==> src/rtl/lsu_pkg.sv <==
// Shared definitions for the multi-cycle load/store unit: funct3 codes,
// FSM state encoding and the funct3 legality helper.
package lsu_pkg;

    localparam logic [2:0] F3_B  = 3'b000;
    localparam logic [2:0] F3_H  = 3'b001;
    localparam logic [2:0] F3_W  = 3'b010;
    localparam logic [2:0] F3_D  = 3'b011;
    localparam logic [2:0] F3_BU = 3'b100;
    localparam logic [2:0] F3_HU = 3'b101;
    localparam logic [2:0] F3_WU = 3'b110;

    typedef enum logic [1:0] {
        ST_IDLE = 2'd0,
        ST_REQ  = 2'd1,
        ST_RESP = 2'd2,
        ST_ERR  = 2'd3
    } lsu_state_e;

    // Dword and unsigned-word forms only exist on a 64-bit datapath.
    function automatic logic f3_legal(input logic [2:0] f3, input logic store,
                                      input logic wide);
        logic ok;
        ok = 1'b0;
        if (store) begin
            ok = (f3 == F3_B) || (f3 == F3_H) || (f3 == F3_W) || (wide && (f3 == F3_D));
        end else begin
            case (f3)
                F3_B, F3_H, F3_W, F3_BU, F3_HU: ok = 1'b1;
                F3_D, F3_WU:                    ok = wide;
                default:                        ok = 1'b0;
            endcase
        end
        return ok;
    endfunction

endpackage

==> src/rtl/lsu_mc_if.sv <==
// Core request/response and data-memory port of lsu_mc.
// master: the environment (core + memory); slave: the load/store unit.
interface lsu_mc_if #(
    parameter int XLEN   = 32,
    parameter int ADDR_W = 32
);
    localparam int NB = XLEN / 8;

    logic              req_valid;
    logic              req_ready;
    logic              req_store;
    logic [2:0]        req_funct3;
    logic [ADDR_W-1:0] req_addr;
    logic [XLEN-1:0]   req_wdata;
    logic [4:0]        req_rd;
    logic              busy;
    logic              resp_valid;
    logic              resp_err;
    logic [XLEN-1:0]   resp_rdata;
    logic [4:0]        resp_rd;
    logic              mem_request;
    logic              mem_we_re;
    logic [NB-1:0]     mem_mask;
    logic [ADDR_W-1:0] mem_addr;
    logic [XLEN-1:0]   mem_wdata;
    logic              mem_valid;
    logic [XLEN-1:0]   mem_rdata;

    modport master (
        output req_valid, req_store, req_funct3, req_addr, req_wdata, req_rd,
        output mem_valid, mem_rdata,
        input  req_ready, busy, resp_valid, resp_err, resp_rdata, resp_rd,
        input  mem_request, mem_we_re, mem_mask, mem_addr, mem_wdata
    );

    modport slave (
        input  req_valid, req_store, req_funct3, req_addr, req_wdata, req_rd,
        input  mem_valid, mem_rdata,
        output req_ready, busy, resp_valid, resp_err, resp_rdata, resp_rd,
        output mem_request, mem_we_re, mem_mask, mem_addr, mem_wdata
    );

endinterface

==> src/rtl/lsu_align.sv <==
// Combinational lane logic: byte mask, misalignment/illegal flags,
// lane-shifted store data and sign/zero-extended load data.
module lsu_align
    import lsu_pkg::*;
#(
    parameter int XLEN  = 32,
    parameter int NB    = XLEN / 8,
    parameter int OFF_W = $clog2(NB)
) (
    input  logic [2:0]       funct3,
    input  logic             store,
    input  logic [OFF_W-1:0] off,
    input  logic [XLEN-1:0]  wdata,
    input  logic [XLEN-1:0]  rdata,
    output logic [NB-1:0]    mask,
    output logic             misalign,
    output logic             illegal,
    output logic [XLEN-1:0]  wdata_sh,
    output logic [XLEN-1:0]  rdata_ext
);

    logic [XLEN-1:0] rdata_sh;

    // Size-dependent mask and alignment check; funct3[1:0] encodes the size.
    always_comb begin
        mask     = '0;
        misalign = 1'b0;
        case (funct3[1:0])
            2'b00: mask = NB'(1) << off;
            2'b01: begin
                mask     = NB'(3) << off;
                misalign = off[0];
            end
            2'b10: begin
                mask     = NB'(4'hF) << off;
                misalign = (off[1:0] != 2'b00);
            end
            default: begin
                mask     = '1;
                misalign = (off != '0);
            end
        endcase
    end

    assign illegal  = !f3_legal(funct3, store, (XLEN == 64));
    assign wdata_sh = wdata << {off, 3'b000};
    assign rdata_sh = rdata >> {off, 3'b000};

    // Truncate the addressed lanes to the access size, then extend to XLEN.
    always_comb begin
        rdata_ext = rdata_sh;
        case (funct3)
            F3_B:    rdata_ext = XLEN'($signed(rdata_sh[7:0]));
            F3_H:    rdata_ext = XLEN'($signed(rdata_sh[15:0]));
            F3_W:    rdata_ext = XLEN'($signed(rdata_sh[31:0]));
            F3_BU:   rdata_ext = XLEN'(rdata_sh[7:0]);
            F3_HU:   rdata_ext = XLEN'(rdata_sh[15:0]);
            F3_WU:   rdata_ext = XLEN'(rdata_sh[31:0]);
            default: rdata_ext = rdata_sh;
        endcase
    end

endmodule

==> src/rtl/lsu_mc.sv <==
// Multi-cycle load/store unit: accepts one access from the core, holds a
// handshaked memory request until mem_valid, then returns a one-cycle response.
// Optional watchdog on the request state: define LSU_TIMEOUT_EN.
//
// state   | meaning
// ST_IDLE | ready for a new access
// ST_REQ  | memory request held until mem_valid (or watchdog expiry)
// ST_RESP | completion pulse, resp_err set only on watchdog expiry
// ST_ERR  | misaligned/illegal access reported, no memory access made
module lsu_mc
    import lsu_pkg::*;
#(
    parameter int XLEN           = 32,
    parameter int ADDR_W         = 32,
    parameter int TIMEOUT_CYCLES = 256
) (
    input  logic     clk,
    input  logic     rst,
    lsu_mc_if.slave  bus
);

    localparam int NB    = XLEN / 8;
    localparam int OFF_W = $clog2(NB);

    if ((XLEN != 32) && (XLEN != 64)) begin : g_bad_xlen
        $error("lsu_mc: XLEN must be 32 or 64");
    end
    if (TIMEOUT_CYCLES < 1) begin : g_bad_timeout
        $error("lsu_mc: TIMEOUT_CYCLES must be at least 1");
    end

    lsu_state_e        state_q, state_d;
    logic [ADDR_W-1:0] addr_q, addr_d;
    logic [2:0]        funct3_q, funct3_d;
    logic [4:0]        rd_q, rd_d;
    logic              store_q, store_d;
    logic [NB-1:0]     mask_q, mask_d;
    logic [XLEN-1:0]   wdata_q, wdata_d;
    logic [XLEN-1:0]   rdata_q, rdata_d;
    logic              err_q, err_d;

`ifdef LSU_TIMEOUT_EN
    localparam int CNT_W = $clog2(TIMEOUT_CYCLES + 1);
    logic [CNT_W-1:0]  cnt_q, cnt_d;
`endif

    logic              in_idle;
    logic [2:0]        al_funct3;
    logic              al_store;
    logic [OFF_W-1:0]  al_off;
    logic [NB-1:0]     al_mask;
    logic              al_misalign;
    logic              al_illegal;
    logic [XLEN-1:0]   al_wdata_sh;
    logic [XLEN-1:0]   al_rdata_ext;

    // One aligner serves both phases: request fields in IDLE, latched fields after.
    assign in_idle   = (state_q == ST_IDLE);
    assign al_funct3 = in_idle ? bus.req_funct3 : funct3_q;
    assign al_store  = in_idle ? bus.req_store : store_q;
    assign al_off    = in_idle ? bus.req_addr[OFF_W-1:0] : addr_q[OFF_W-1:0];

    lsu_align #(.XLEN(XLEN)) u_align (
        .funct3    (al_funct3),
        .store     (al_store),
        .off       (al_off),
        .wdata     (bus.req_wdata),
        .rdata     (bus.mem_rdata),
        .mask      (al_mask),
        .misalign  (al_misalign),
        .illegal   (al_illegal),
        .wdata_sh  (al_wdata_sh),
        .rdata_ext (al_rdata_ext)
    );

    // State and transaction registers.
    always_ff @(posedge clk or negedge rst) begin
        if (!rst) begin
            state_q  <= ST_IDLE;
            addr_q   <= '0;
            funct3_q <= '0;
            rd_q     <= '0;
            store_q  <= 1'b0;
            mask_q   <= '0;
            wdata_q  <= '0;
            rdata_q  <= '0;
            err_q    <= 1'b0;
`ifdef LSU_TIMEOUT_EN
            cnt_q    <= '0;
`endif
        end else begin
            state_q  <= state_d;
            addr_q   <= addr_d;
            funct3_q <= funct3_d;
            rd_q     <= rd_d;
            store_q  <= store_d;
            mask_q   <= mask_d;
            wdata_q  <= wdata_d;
            rdata_q  <= rdata_d;
            err_q    <= err_d;
`ifdef LSU_TIMEOUT_EN
            cnt_q    <= cnt_d;
`endif
        end
    end

    // Next-state logic and register updates.
    always_comb begin
        state_d  = state_q;
        addr_d   = addr_q;
        funct3_d = funct3_q;
        rd_d     = rd_q;
        store_d  = store_q;
        mask_d   = mask_q;
        wdata_d  = wdata_q;
        rdata_d  = rdata_q;
        err_d    = err_q;
`ifdef LSU_TIMEOUT_EN
        cnt_d    = cnt_q;
`endif
        case (state_q)
            ST_IDLE: begin
                if (bus.req_valid) begin
                    addr_d   = bus.req_addr;
                    funct3_d = bus.req_funct3;
                    rd_d     = bus.req_rd;
                    store_d  = bus.req_store;
                    rdata_d  = '0;
                    err_d    = 1'b0;
                    if (al_misalign || al_illegal) begin
                        state_d = ST_ERR;
                    end else begin
                        state_d = ST_REQ;
                        mask_d  = al_mask;
                        wdata_d = bus.req_store ? al_wdata_sh : '0;
`ifdef LSU_TIMEOUT_EN
                        cnt_d   = CNT_W'(TIMEOUT_CYCLES - 1);
`endif
                    end
                end
            end
            ST_REQ: begin
                if (bus.mem_valid) begin
                    state_d = ST_RESP;
                    rdata_d = store_q ? '0 : al_rdata_ext;
                    err_d   = 1'b0;
                end
`ifdef LSU_TIMEOUT_EN
                // Terminal count on a cycle without mem_valid drops the request.
                else if (cnt_q == '0) begin
                    state_d = ST_RESP;
                    rdata_d = '0;
                    err_d   = 1'b1;
                end else begin
                    cnt_d = cnt_q - CNT_W'(1);
                end
`endif
            end
            default: state_d = ST_IDLE;
        endcase
    end

    // Outputs decoded from state; bus fields are zero outside their phase.
    always_comb begin
        bus.req_ready   = (state_q == ST_IDLE);
        bus.busy        = (state_q != ST_IDLE);
        bus.mem_request = (state_q == ST_REQ);
        bus.mem_we_re   = 1'b0;
        bus.mem_mask    = '0;
        bus.mem_addr    = '0;
        bus.mem_wdata   = '0;
        bus.resp_valid  = 1'b0;
        bus.resp_err    = 1'b0;
        bus.resp_rdata  = '0;
        bus.resp_rd     = '0;
        case (state_q)
            ST_REQ: begin
                bus.mem_we_re = store_q;
                bus.mem_mask  = mask_q;
                bus.mem_addr  = {addr_q[ADDR_W-1:OFF_W], OFF_W'(0)};
                bus.mem_wdata = wdata_q;
            end
            ST_RESP: begin
                bus.resp_valid = 1'b1;
                bus.resp_err   = err_q;
                bus.resp_rdata = rdata_q;
                bus.resp_rd    = rd_q;
            end
            ST_ERR: begin
                bus.resp_valid = 1'b1;
                bus.resp_err   = 1'b1;
                bus.resp_rd    = rd_q;
            end
            default: ;
        endcase
    end

endmodule

==> src/flat_wrapper.sv <==
// flat-port wrapper written by rule: the top's interface ports become plain ports
module lsu_mc_flat import lsu_pkg::*;
#(
    parameter int XLEN           = 32,
    parameter int ADDR_W         = 32,
    parameter int TIMEOUT_CYCLES = 256
)
  (clk, rst, bus_req_valid, bus_req_store, bus_req_funct3, bus_req_addr, bus_req_wdata, bus_req_rd, bus_mem_valid, bus_mem_rdata, bus_req_ready, bus_busy, bus_resp_valid, bus_resp_err, bus_resp_rdata, bus_resp_rd, bus_mem_request, bus_mem_we_re, bus_mem_mask, bus_mem_addr, bus_mem_wdata);
  lsu_mc_if #(.XLEN(XLEN), .ADDR_W(ADDR_W)) bus_i ();
  input  logic clk;
  input  logic rst;
  input wire logic [$bits(bus_i.req_valid)-1:0] bus_req_valid;
  input wire logic [$bits(bus_i.req_store)-1:0] bus_req_store;
  input wire logic [$bits(bus_i.req_funct3)-1:0] bus_req_funct3;
  input wire logic [$bits(bus_i.req_addr)-1:0] bus_req_addr;
  input wire logic [$bits(bus_i.req_wdata)-1:0] bus_req_wdata;
  input wire logic [$bits(bus_i.req_rd)-1:0] bus_req_rd;
  input wire logic [$bits(bus_i.mem_valid)-1:0] bus_mem_valid;
  input wire logic [$bits(bus_i.mem_rdata)-1:0] bus_mem_rdata;
  output wire logic [$bits(bus_i.req_ready)-1:0] bus_req_ready;
  output wire logic [$bits(bus_i.busy)-1:0] bus_busy;
  output wire logic [$bits(bus_i.resp_valid)-1:0] bus_resp_valid;
  output wire logic [$bits(bus_i.resp_err)-1:0] bus_resp_err;
  output wire logic [$bits(bus_i.resp_rdata)-1:0] bus_resp_rdata;
  output wire logic [$bits(bus_i.resp_rd)-1:0] bus_resp_rd;
  output wire logic [$bits(bus_i.mem_request)-1:0] bus_mem_request;
  output wire logic [$bits(bus_i.mem_we_re)-1:0] bus_mem_we_re;
  output wire logic [$bits(bus_i.mem_mask)-1:0] bus_mem_mask;
  output wire logic [$bits(bus_i.mem_addr)-1:0] bus_mem_addr;
  output wire logic [$bits(bus_i.mem_wdata)-1:0] bus_mem_wdata;
  assign bus_i.req_valid = bus_req_valid;
  assign bus_i.req_store = bus_req_store;
  assign bus_i.req_funct3 = bus_req_funct3;
  assign bus_i.req_addr = bus_req_addr;
  assign bus_i.req_wdata = bus_req_wdata;
  assign bus_i.req_rd = bus_req_rd;
  assign bus_i.mem_valid = bus_mem_valid;
  assign bus_i.mem_rdata = bus_mem_rdata;
  assign bus_req_ready = bus_i.req_ready;
  assign bus_busy = bus_i.busy;
  assign bus_resp_valid = bus_i.resp_valid;
  assign bus_resp_err = bus_i.resp_err;
  assign bus_resp_rdata = bus_i.resp_rdata;
  assign bus_resp_rd = bus_i.resp_rd;
  assign bus_mem_request = bus_i.mem_request;
  assign bus_mem_we_re = bus_i.mem_we_re;
  assign bus_mem_mask = bus_i.mem_mask;
  assign bus_mem_addr = bus_i.mem_addr;
  assign bus_mem_wdata = bus_i.mem_wdata;
  lsu_mc #(.XLEN(XLEN), .ADDR_W(ADDR_W), .TIMEOUT_CYCLES(TIMEOUT_CYCLES)) u_core (.clk(clk), .rst(rst), .bus(bus_i));
endmodule
==> config.mk <==
export PLATFORM = sky130hd
export DESIGN_NAME = lsu_mc_flat
export DESIGN_NICKNAME = d
export VERILOG_FILES = /design/src/rtl/lsu_pkg.sv /design/src/rtl/lsu_mc_if.sv /design/src/rtl/lsu_align.sv /design/src/rtl/lsu_mc.sv /design/src/flat_wrapper.sv
export SDC_FILE = /design/constraint.sdc
export NUM_CORES = 1
export LEC_CHECK = 0
export ABC_AREA = 1
export ABC_CLOCK_PERIOD_IN_PS = 5850
export CORE_ASPECT_RATIO = 0.8
export CORE_MARGIN = 3
export CORE_UTILIZATION = 50
export CTS_CLUSTER_SIZE = 30
export DETAILED_ROUTE_END_ITERATION = 6
export MAX_ROUTING_LAYER = met4
export PLACE_DENSITY_LB_ADDON = 0.05
export RECOVER_POWER = 50
export SLEW_MARGIN = 0
export SYNTH_ARGS = -nofsm -noshare
export SYNTH_HDL_FRONTEND = slang
export SYNTH_SLANG_ARGS = --single-unit
export TNS_END_PERCENT = 10
==> constraint.sdc <==
create_clock -name clk -period 5.85 [get_ports clk]
set_input_delay 1.17 -clock clk [delete_from_list [all_inputs] [get_ports clk]]
set_output_delay 1.17 -clock clk [all_outputs]
set_load 0.03 [all_outputs]
[Word-level counts from Yosys, hierarchy flattened]
Index checks and enable logic that the tools add are counted.
Storage, ports and cells
  memory bits (read-only): 0
  latch bits: 0
  bits in writable memories: 0
  register bits: 112
  memories kept: 0
  output and inout port bits: 111
Cells by class
  equal/unequal tests: 11
  shift operators: 5
  mux-type cells: 28
  $lt $le $gt $ge: 0
  $mul: 0
  bitwise gates (word level): 1
  reductions and logical operators: 16
  add/sub/neg operators: 0
  div/mod/pow operators: 0
Operator list (number)
  32-bit two-way mux: 7
  32-bit case mux with 4 select lines: 1
  32-bit case mux with 2 select lines: 1
  32-bit by 5-bit << shifter with 32-bit output: 1
  32-bit by 5-bit right shift with 32-bit output: 1
  4-bit case mux with 3 select lines: 1
  2-bit two-way mux: 4
  1-bit two-way mux: 7
  2-bit equality test, second input constant: 3
  3-bit equality test, second input constant: 2
  1-bit case mux with 2 select lines: 3
  3-bit AND reduction: 2
  2-bit nonzero test: 3
  5-bit two-way mux: 1
  5-bit OR reduction: 1
  2-bit by 1-bit equality test with 1-bit output, second input constant: 2
  2-bit zero test: 2
  4-bit two-way mux: 1
  2-bit inequality test, second input constant: 2
  2-bit case mux with 2 select lines: 1
  2-bit AND reduction: 2
  1-bit by 2-bit << shifter with 4-bit output, first input constant: 1
  2-bit by 2-bit << shifter with 4-bit output, first input constant: 1
  4-bit by 2-bit << shifter with 4-bit output, first input constant: 1
  other kinds (8): 10

[Depth between registers and ports, before layout]
  word-level depth: 11
  depth in mapped cells: 16
  gate-level depth less buffers: 13

[Hierarchy]
Synthesis repeated with hierarchy kept, for this count alone.
Second synthesis, totals
  cell total of the unflattened synthesis: 1160
  area total of the unflattened synthesis: 7414.6 um^2
Modules (own cells, without submodules)
  lsu_mc: cells each 866, area each 5909.4 um^2, times used 1
  lsu_align: cells each 294, area each 1505.2 um^2, times used 1

[Least setup slack after synthesis]
OpenSTA, ideal clock, no wires.
  path kind: register to output
  start point: reg u_core.state_q[1]
  end point: out bus_mem_wdata[11]
  required time: 4680 ps
  cell stages (with the launch flop): 7
  buffers on the path: 3
  slack: 2664 ps
  data arrival time: 2016 ps
  cells stage by stage: dfrtp_1 > buf_4 > nor2_1 > inv_2 > clkbuf_1 > clkbuf_1 > nor2_1
On the way
  cells in the longest elaborated chain, start to end: 2
RTL lines
  from (decl): RTL line lsu_mc.sv:32  | lsu_state_e state_q, state_d;
  from (signal assigned): RTL line lsu_mc.sv:92  | state_q <= state_d;
  2-bit by 1-bit equality test with 1-bit output
  net bus_mem_request: RTL line flat_wrapper.sv:26  | output wire logic [$bits(bus_i.mem_request)-1:0] bus_mem_request;
  32-bit two-way mux: RTL line lsu_mc.sv:176  | case (state_q)
  to (decl): RTL line flat_wrapper.sv:30  | output wire logic [$bits(bus_i.mem_wdata)-1:0] bus_mem_wdata;
The timed path passes the listed nets, and every way through them passes these cells.

[Final worst setup path]
  start point: reg u_core.state_q[1]
  end point: out bus_mem_wdata[3]
On the way
  cells in the longest elaborated chain, start to end: 2
RTL lines (RTL line)
  2-bit by 1-bit equality test with 1-bit output: lsu_mc.sv:176
  32-bit two-way mux: lsu_mc.sv:176
Every way passes these cells.

==> results_dict.tcl <==
set metrics [dict create \
    syn_area_per_cell_um2 6.62 \
    ir_worst_vdd_v 0.000568 \
    powerDensity_mw_per_mm2 522 \
    rows 36 \
    layout-drive-gt1-share_pct 2.98 \
    core_area_mm2 0.0125 \
    leakagePower_nw 4.33 \
    syn-cell-area_mm2 0.00660 \
    run_status "complete, but fails checks" \
    yosys_register_bits 111 \
    grt_pass1_vias 6177 \
    synth_ff_type "dfrtp_1" \
    die_w_um 134 \
    grt_max_degree 75 \
    htreeDepth 3 \
    cts_setup_buffers 0 \
    relSlewSlack_pct -41.4 \
    cts.path.max_buffers 2 \
    numPortBuffers 217 \
    hp-class "flop to flop" \
    antenna_found_initial 1 \
    fin_crit_sh_pct 77.8 \
    final_hold_viol_count 0 \
    via_per_inst 5.06 \
    yosys-top-cells-area "dfrtp_1 (42%), nand2_1 (17%), inv_1 (7.9%)" \
    wl_per_cell_um 14.5 \
    grt_usage_pct 27.2 \
    holdBufCountCts 0 \
    grt_pass1_wl_mm 31.2 \
    hold_start "u_core.wdata_q[22]" \
    ys_warn_count 0 \
    start_util_pct 52.7 \
    drv_cap 2 \
    cts_num_sinks 111 \
    ioPinCount 220 \
    die_h_um 109 \
    clk_latency_ns 0.35 \
    vias 6812 \
    yosysTopAreaCellShare_pct 42.1 \
    area_growth_pct 36.5 \
    r2r_end "u_core.wdata_q[0]" \
    ys_seq_area_share_pct 42.1 \
    final_max_slew_viol_count 109 \
    ant_nets 0 \
    routed_wl_mm 19.4 \
    fin_area_mm2 0.00901 \
    grt_setup_unrepaired "false" \
    netlist_instances 997 \
    critPathLaunch "u_core.state_q[1]" \
    path_clk_slew_ns 0.08 \
    globalplace.congestion 0.953 \
    r2r-start "u_core.state_q[1]" \
    r2r_setup_slack_ns 1.45 \
    hold_path_depth 2 \
    violations "capacitance limit, slew limit" \
    min_period_ns 4.55 \
    hpwl_mm 13.7 \
    clock.fmax_mhz 220 \
    critical_path_class "flop to primary output" \
    drt_iter0_drc 562 \
    cp_max_fo 68 \
    synth_edf_count 0 \
    crit_path_end_kind "primary output" \
    tightestPinTransition_ns 2.12 \
    critPathLaunchType "flop" \
    holdPathEnd "u_core.wdata_q[22]" \
    cts_tree "done" \
    overflow 0 \
    worst_clock_skew_ns 0.00894 \
    root_buffer "clkbuf_16" \
    ys_types 26 \
    die_area_mm2 0.0146 \
    cp.arrival_ns 3.38 \
    cts_buffers 9 \
    layout.nets 1283 \
    async_flop_share_pct 100 \
    synth_area_leader_cell "dfrtp_1" \
    fin_tns_setup_ns 0 \
    final_util_pct 71.9 \
    critPathRequiredTime_ns 4.68 \
    dpl_cell_area_mm2 0.00873 \
    cts_resized 0 \
    drcViolationCount 0 \
    setup_viol 0 \
    r2r_cells 6 \
    drtPass1Iterations 5 \
]
-- cells in the mapped netlist (all sizes together), types with 6 or more instances --
cell type	count
nand4	16
clkbuf	32
dfrtp	111
nand2	306
buf	32
a21oi	10
o21ai	99
inv	141
nand3	94
ha	6
o31ai	8
nor2	138
-- metrics by stage --
stage          hold WS (ns)  cells  setup WS, ns  power, mW
2_1_floorplan         0.442    998          2.66       3.32
3_3_place_gp          0.458   1328          2.01       4.05
3_5_place_dp          0.461   1328          1.83       4.09
4_1_cts               0.478   1344          1.88       4.71
5_1_grt               0.483   1345         0.925       5.12
6_report              0.473   1345          1.30       4.70
-- per-layer routing --
layer / wire [µm] / track usage (%) / share of wire, % / vias to the layer above
met4: 225 / 5.60 / 1.2 / 0
met1: 9140 / 39.4 / 47 / 3110
li1: - / - / - / 3407
met5: 0 / - / 0 / -
met3: 1600 / 5.86 / 8.2 / 23
met2: 8480 / 39.5 / 44 / 272
-- area by class of cell --
class | count | area, µm²
Fill cell | 1120 | 3510
Multi-Input combinational cell | 681 | 2980
Clock inverter | 6 | 52.6
Tap cell | 171 | 214
Timing Repair Buffer | 223 | 2210
Inverter | 142 | 533
Antenna cell | 1 | 2.50
Sequential cell | 111 | 2780
Clock buffer | 10 | 239
-- worst max path at each step --
| stage | cells past startpoint | end | slack (ns) |
|---|---|---|---|
| floorplan | 6 | bus_mem_wdata[11] | 2.66 |
| global placement | 8 | u_core.rdata_q[22] | 2.01 |
| detailed placement | 8 | u_core.rdata_q[21] | 1.83 |
| CTS | 4 | bus_mem_addr[27] | 1.88 |
| global route | 4 | bus_mem_mask[3] | 0.93 |
| finish | 4 | bus_mem_wdata[3] | 1.30 |
-- critical path, stage by stage, from the launching register on --
cell and delay [ns]:
dfrtp_1 0.54, nor2_1 0.14, inv_1 1.48, nor2_1 0.13
clkdlybuf4s50_1 0.69
-- kinds of logic (layout without fill, tap and decap cells) --
group	count (synthesis)	after routing	share of synthesized area [%]
AO/OA/AOI/OAI	117	117	9.29
adder cells (fa/ha/maj)	6	6	1.14
buffers and inverters	206	381	12.8
flip-flops	111	111	42.1
other	1	3	0.0568
AND/OR/NAND/NOR	556	556	34.6
-- state kept, by name (all words and copies together), names as in the netlist --
name,flops
u_core.funct3_q,3
u_core.rd_q,5
u_core.state_q,2
u_core.mask_q,4
u_core.addr_q,32
u_core.store_q,1
u_core.wdata_q,32
u_core.rdata_q,32
-- where the power goes --
part | switching (mW) | internal [mW] | total (mW)
Sequential | 0.162 | 1.11 | 1.28
Clock | 0.294 | 0.308 | 0.602
Combinational | 1.94 | 0.887 | 2.83
Total | 2.39 | 2.31 | 4.70
-- layout by cell type, fill, tap and decap left out --
cell	instances
nand2_1	300
clkdlybuf4s50_1	205
inv_1	139
nor2_1	137
dfrtp_1	111
o21ai_0	96
nand3_1	94
nand4_1	16
dlygate4sd3_1	11
a21oi_1	10
clkbuf_16	9
o31ai_1	8
ha_1	6
nand2_2	5
buf_4	5
inv_2	2
o21ai_2	2
conb_1	2
inv_8	2
clkinv_4	2
diode_2	1
nand2_4	1
o21ai_4	1
or2_2	1
nor2_2	1
clkinv_1	1
nand3b_1	1
clkbuf_8	1
clkinvlp_4	1
clkinv_2	1
clkbuf_2	1
clkbuf_1	1
Power figures use the tool's default switching activity.
==> patch 1 (same flow settings) <==
Take the reset off `addr_q` and load it in a clocked block of its own.
--- a/src/rtl/lsu_mc.sv
+++ b/src/rtl/lsu_mc.sv
@@ -78,5 +78,4 @@
         if (!rst) begin
             state_q  <= ST_IDLE;
-            addr_q   <= '0;
             funct3_q <= '0;
             rd_q     <= '0;
@@ -91,5 +90,4 @@
         end else begin
             state_q  <= state_d;
-            addr_q   <= addr_d;
             funct3_q <= funct3_d;
             rd_q     <= rd_d;
@@ -103,4 +101,8 @@
 `endif
         end
+    end
+
+    always_ff @(posedge clk) begin
+        addr_q <= addr_d;
     end
 
Function: no difference found for any inputs over 4 cycles, from zero or initial values and one cycle with rst low; that may be too few to reach the edited logic, so the function may still have changed.
==> patch 1 against the original RTL <==
- final area shrank 0.24%
- wire length shrank 5.5%
- maximum frequency grew 6.9%
- sequential power shrank 4%
- power shrank 8.2%
- final cell count shrank 3.9%
- sequential cell count is the same
- worst setup slack gained 0.29 ns
- area after synthesis shrank 0.36%
- global-route usage shrank 1.1 points
- non-clock buffer count is the same
- critical path type is now flip-flop to flip-flop
- largest power group unchanged
==> patch 1: results <==
[critical_path]
critPathArrivalTime_ns = 4.51
crit_slowest_cell = "nor3_4"
max_stage_delay_ns = 0.98
cp_max_fo = 32

[outcome]
status = "completed"

[hold_path]
hp-class = "flip-flop to flip-flop"

[synth]
ys_async_sr_fraction_pct = 71.17
synth_commonest_cells = "nand2_1, inv_1, nor2_1"
synth_compound_area_share_pct = 8.146
synth_ff_type = "dfrtp_1"
synth_adder_area_share_pct = 1.142
avgSynthCellArea_um2 = 6.993
seq_area_frac_synth_pct = 44.69
yosysUniqueCellTypes = 30
ys_top_cells_by_area = "dfrtp_1, nand2_1, edfxtp_1"
synth_warnings = 0
synth_edf_count = 32

[grt]
use_met1_pct = 38.20
grt.total_usage_pct = 26.04
use_met3_pct = 4.326
grt_antenna_before_repair = 0
met2_usage_pct = 38.49
grt_max_degree = 80
grt_pass1_vias = 5868
grt_pass1_wl_um = 29650

[power]
pwr-share-clk_pct = 14.2
swShare_pct = 49.90
switchingPower_w = 0.002156
p_leak_nw = 4.242
power_frac_comb_pct = 57.4
peakVddDrop_v = 0.0002859

[drt]
top_layer = "met4"
dr_wl_met2_um = 7871
first_pass_iters = 7
dr_wl_met3_um = 1610
via_per_inst = 4.945
wirelength_met1_um = 8702
drt_wl_total_um = 18370
drt_iter0_drc = 409
num_vias = 6389

[layout]
num_antenna_cells = 0
drive_gt1_share_pct = 4.103
reg.largest.list = "u_core.addr_q (32), u_core.rdata_q (32), u_core.wdata_q (32)"
fillers = 1056
nets = 1231

[placed_design]
dp_hpwl_um = 12940
place_inst = 1276
gp_congestion = 0.8791

[clock_tree]
clockRootBuffer = "clkbuf_16"

[sta]
finalClockSkew_ns = 0.009556
worst_slew_margin_rel_pct = 19.85

[flow_run]
drv_cap = 0
patch 1: stage by stage:
step | worst slack (ns) | utilization [%] | hold slack [ns] | area, µm²
after floorplan | 2.648 | - | 0.4419 | 6578
after global placement | 1.810 | 69.44 | 0.4551 | 8696
after detailed placement | 1.754 | 69.44 | 0.4589 | 8696
after CTS | 1.691 | 71.82 | 0.4783 | 8994
after global routing | 1.092 | 71.76 | 0.4911 | 8986
final | 1.591 | 71.76 | 0.4747 | 8986
patch 1: final timing paths:
| kind | start | endpoint | slack, ns | cells after the start |
|---|---|---|---|---|
| hold / removal | u_core.wdata_q[29]$_DFFE_PN0P_ | u_core.wdata_q[29]$_DFFE_PN0P_ | 0.47 | 2 |
| setup / recovery | u_core.state_q[1]$_DFFE_PN0P_ | u_core.rdata_q[11]$_DFFE_PN0P_ | 1.59 | 7 |
| min in group asynchronous | rst | u_core.rdata_q[26]$_DFFE_PN0P_ | 0.98 | 1 |
| hold reg to reg | u_core.wdata_q[29]$_DFFE_PN0P_ | u_core.wdata_q[29]$_DFFE_PN0P_ | 0.47 | 2 |
| max in group asynchronous | rst | u_core.state_q[0]$_DFFE_PN0P_ | 4.22 | 1 |
| setup reg to reg | u_core.state_q[1]$_DFFE_PN0P_ | u_core.rdata_q[11]$_DFFE_PN0P_ | 1.59 | 7 |
patch 1: layout make-up:
cell class,instances,area share (%)
Multi-Input combinational cell,620,30.66
Inverter,151,6.307
Clock buffer,9,2.506
Tap cell,171,2.381
Sequential cell,111,32.69
Timing Repair Buffer,223,24.64
Clock inverter,7,0.8076
patch 1: critical path: cells and delay by family, from the launching register on:
family	cells	cell delay, ns
flip-flops	1	0.53
AO/OA/AOI/OAI	1	0.13
AND/OR/NAND/NOR	5	3.19
buffers and inverters	1	0.31
==> patch 2 (config.mk and constraints unchanged) <==
Made on the original files. The option `LSU_TIMEOUT_EN` is turned on by a define.
--- a/src/rtl/lsu_mc.sv
+++ b/src/rtl/lsu_mc.sv
@@ -8,4 +8,6 @@
 // ST_RESP | completion pulse, resp_err set only on watchdog expiry
 // ST_ERR  | misaligned/illegal access reported, no memory access made
+`define LSU_TIMEOUT_EN
+
 module lsu_mc
     import lsu_pkg::*;
Function: no difference found for any inputs over 4 cycles, from zero or initial values and one cycle with rst low; that may be too few to reach the edited logic, so the function may still have changed.
==> patch 2 against the original RTL <==
- the run still ends with max-capacitance violations, max-slew violations left
- highest routed layer unchanged
- count of clock-buffer cells in the layout is 7 higher
- final area is 10% higher
- wire length is 8.3% higher
- worst setup slack worse by 0.32 ns
- global-route usage is 0.15 points higher
- synthesized cell count is 6.6% higher
- non-clock buffer count is 2 higher
- area after synthesis is 9.4% higher
- utilization is 0.26 points lower
- first-iteration DRC count is 24% higher
- critical path depth is 2 higher
- sequential cell count is 10 higher
- largest cell class unchanged
- power is 15% higher
==> patch 2: results <==
[synth]
ys_async_sr_fraction_pct = 100.0
seq_area_frac_synth_pct = 41.95
synth_commonest_cells = "nand2_1, inv_1, nor2_1"
synth_warnings = 0
netlist_instances = 1063
ys_top_cells_by_area = "dfrtp_1, nand2_1, inv_1"
yosysUniqueCellTypes = 31

[layout]
drive_gt1_share_pct = 4.694
reg.largest.list = "u_core.addr_q (32), u_core.rdata_q (32), u_core.wdata_q (32)"
num_antenna_cells = 0

[critical_path]
startpoint = "u_core.state_q[1]$_DFFE_PN0P_"
timing.rr.end = "u_core.rdata_q[6]$_DFFE_PN0P_"
r2r_start = "u_core.state_q[1]$_DFFE_PN0P_"
critPathCapture = "bus_mem_mask[1]"
rr_worst_depth = 10
crit_slowest_cell = "clkdlybuf4s50_1"
max_stage_delay_ns = 0.72
critPathArrivalTime_ns = 3.70
ff2ff_setup_slack_ns = 1.34
cp_max_fo = 38

[drt]
drt_iter0_drc = 699
wl_per_cell_um = 14.64
via_per_inst = 5.092
first_pass_iters = 5
num_vias = 7317

[hold_path]
hold_depth = 2
hp-class = "flip-flop to flip-flop"
hold_path_end = "u_core.rdata_q[30]$_DFFE_PN0P_"
hold_start = "u_core.rdata_q[30]$_DFFE_PN0P_"

[outcome]
status = "finished with violations"
violations = "max-capacitance violations, max-slew violations"

[sta]
maxSlewViolCount = 116
worstMarginPinSlew_ns = 2.455
finalClockSkew_ns = 0.007599
fmax_mhz = 205.3

[flow_run]
drv_cap = 2

[grt]
grt_pass1_vias = 6810
met2_usage_pct = 41.55
grt_pass1_wl_um = 34230
grt.total_usage_pct = 27.31
grt_antenna_before_repair = 0
use_met3_pct = 5.407
use_met1_pct = 38.41
grt_max_degree = 78

[clock_tree]
clockBufferDepth = 2
worstSkewPairLatency_ns = 0.41
path_clk_slew_ns = 0.06
cts_buffers = 17
ctsResizeCount = 0
htree_levels = 4

[placed_design]
dp_hpwl_um = 14300
place_inst = 1405
pre_cts_slack_ns = 1.519
gp_congestion = 0.8843

[power]
p_leak_nw = 4.700
pwr-share-seq_pct = 25.2
switchingPower_w = 0.002580
p_clk_w = 0.00108
peakVddDrop_v = 0.0003615
-- patch 2: cell types whose count changed in the layout (fill, tap and decap cells not counted), sizes merged, moves of 6 or more --
cell,unedited run,this run
a21oi,10,16
clkbuf,12,21
dfrtp,111,121
inv,143,170
nand3,94,80
nand4,16,1
nor2,138,126
nor3,0,9
o211ai,0,12
o21ai,99,137
-- patch 2: logic make-up (layout without fill, tap and decap cells) --
logic type,count (synthesis),after routing,share of synthesized area [%]
flops,121,121,41.95
xor+xnor,1,1,0.1214
fa+ha+maj,8,8,1.387
compound gates,173,173,12.83
other cells,1,2,0.05195
buf+inv,232,425,13.61
simple gates,527,527,30.06
-- patch 2: through the flow --
step | utilization (%) | instance area, µm² | power, W | hold slack [ns]
final | 71.68 | 9917 | 0.005387 | 0.4774
after global routing | 71.68 | 9917 | 0.005815 | 0.4887
after CTS | 71.80 | 9935 | 0.005395 | 0.4810
after floorplan | - | 7222 | 0.003498 | 0.4419
after detailed placement | 67.45 | 9333 | 0.004284 | 0.4638
after global placement | 67.45 | 9333 | 0.004246 | 0.4577
-- patch 2: layer usage --
layer  vias up  part of all wire [%]
li1       3647                     -
met1      3330                    45
met2       317                    46
met3        23                   7.8
met4         0                   1.3
met5         -                     0
-- patch 2: layout make-up --
type | count | area, µm²
Inverter | 168 | 630.6
Clock inverter | 15 | 176.4
Multi-Input combinational cell | 711 | 3217
Timing Repair Buffer | 225 | 2215
Clock buffer | 17 | 425.4
Sequential cell | 121 | 3028
Tap cell | 180 | 225.2
Fill cell | 1196 | 3919
-- patch 2: critical path, delay by kind of cell, from the launching register on --
kind | cells | cell delay [ns]
buffers and inverters | 4 | 2.29
flip-flops | 1 | 0.54
AND/OR/NAND/NOR | 2 | 0.43
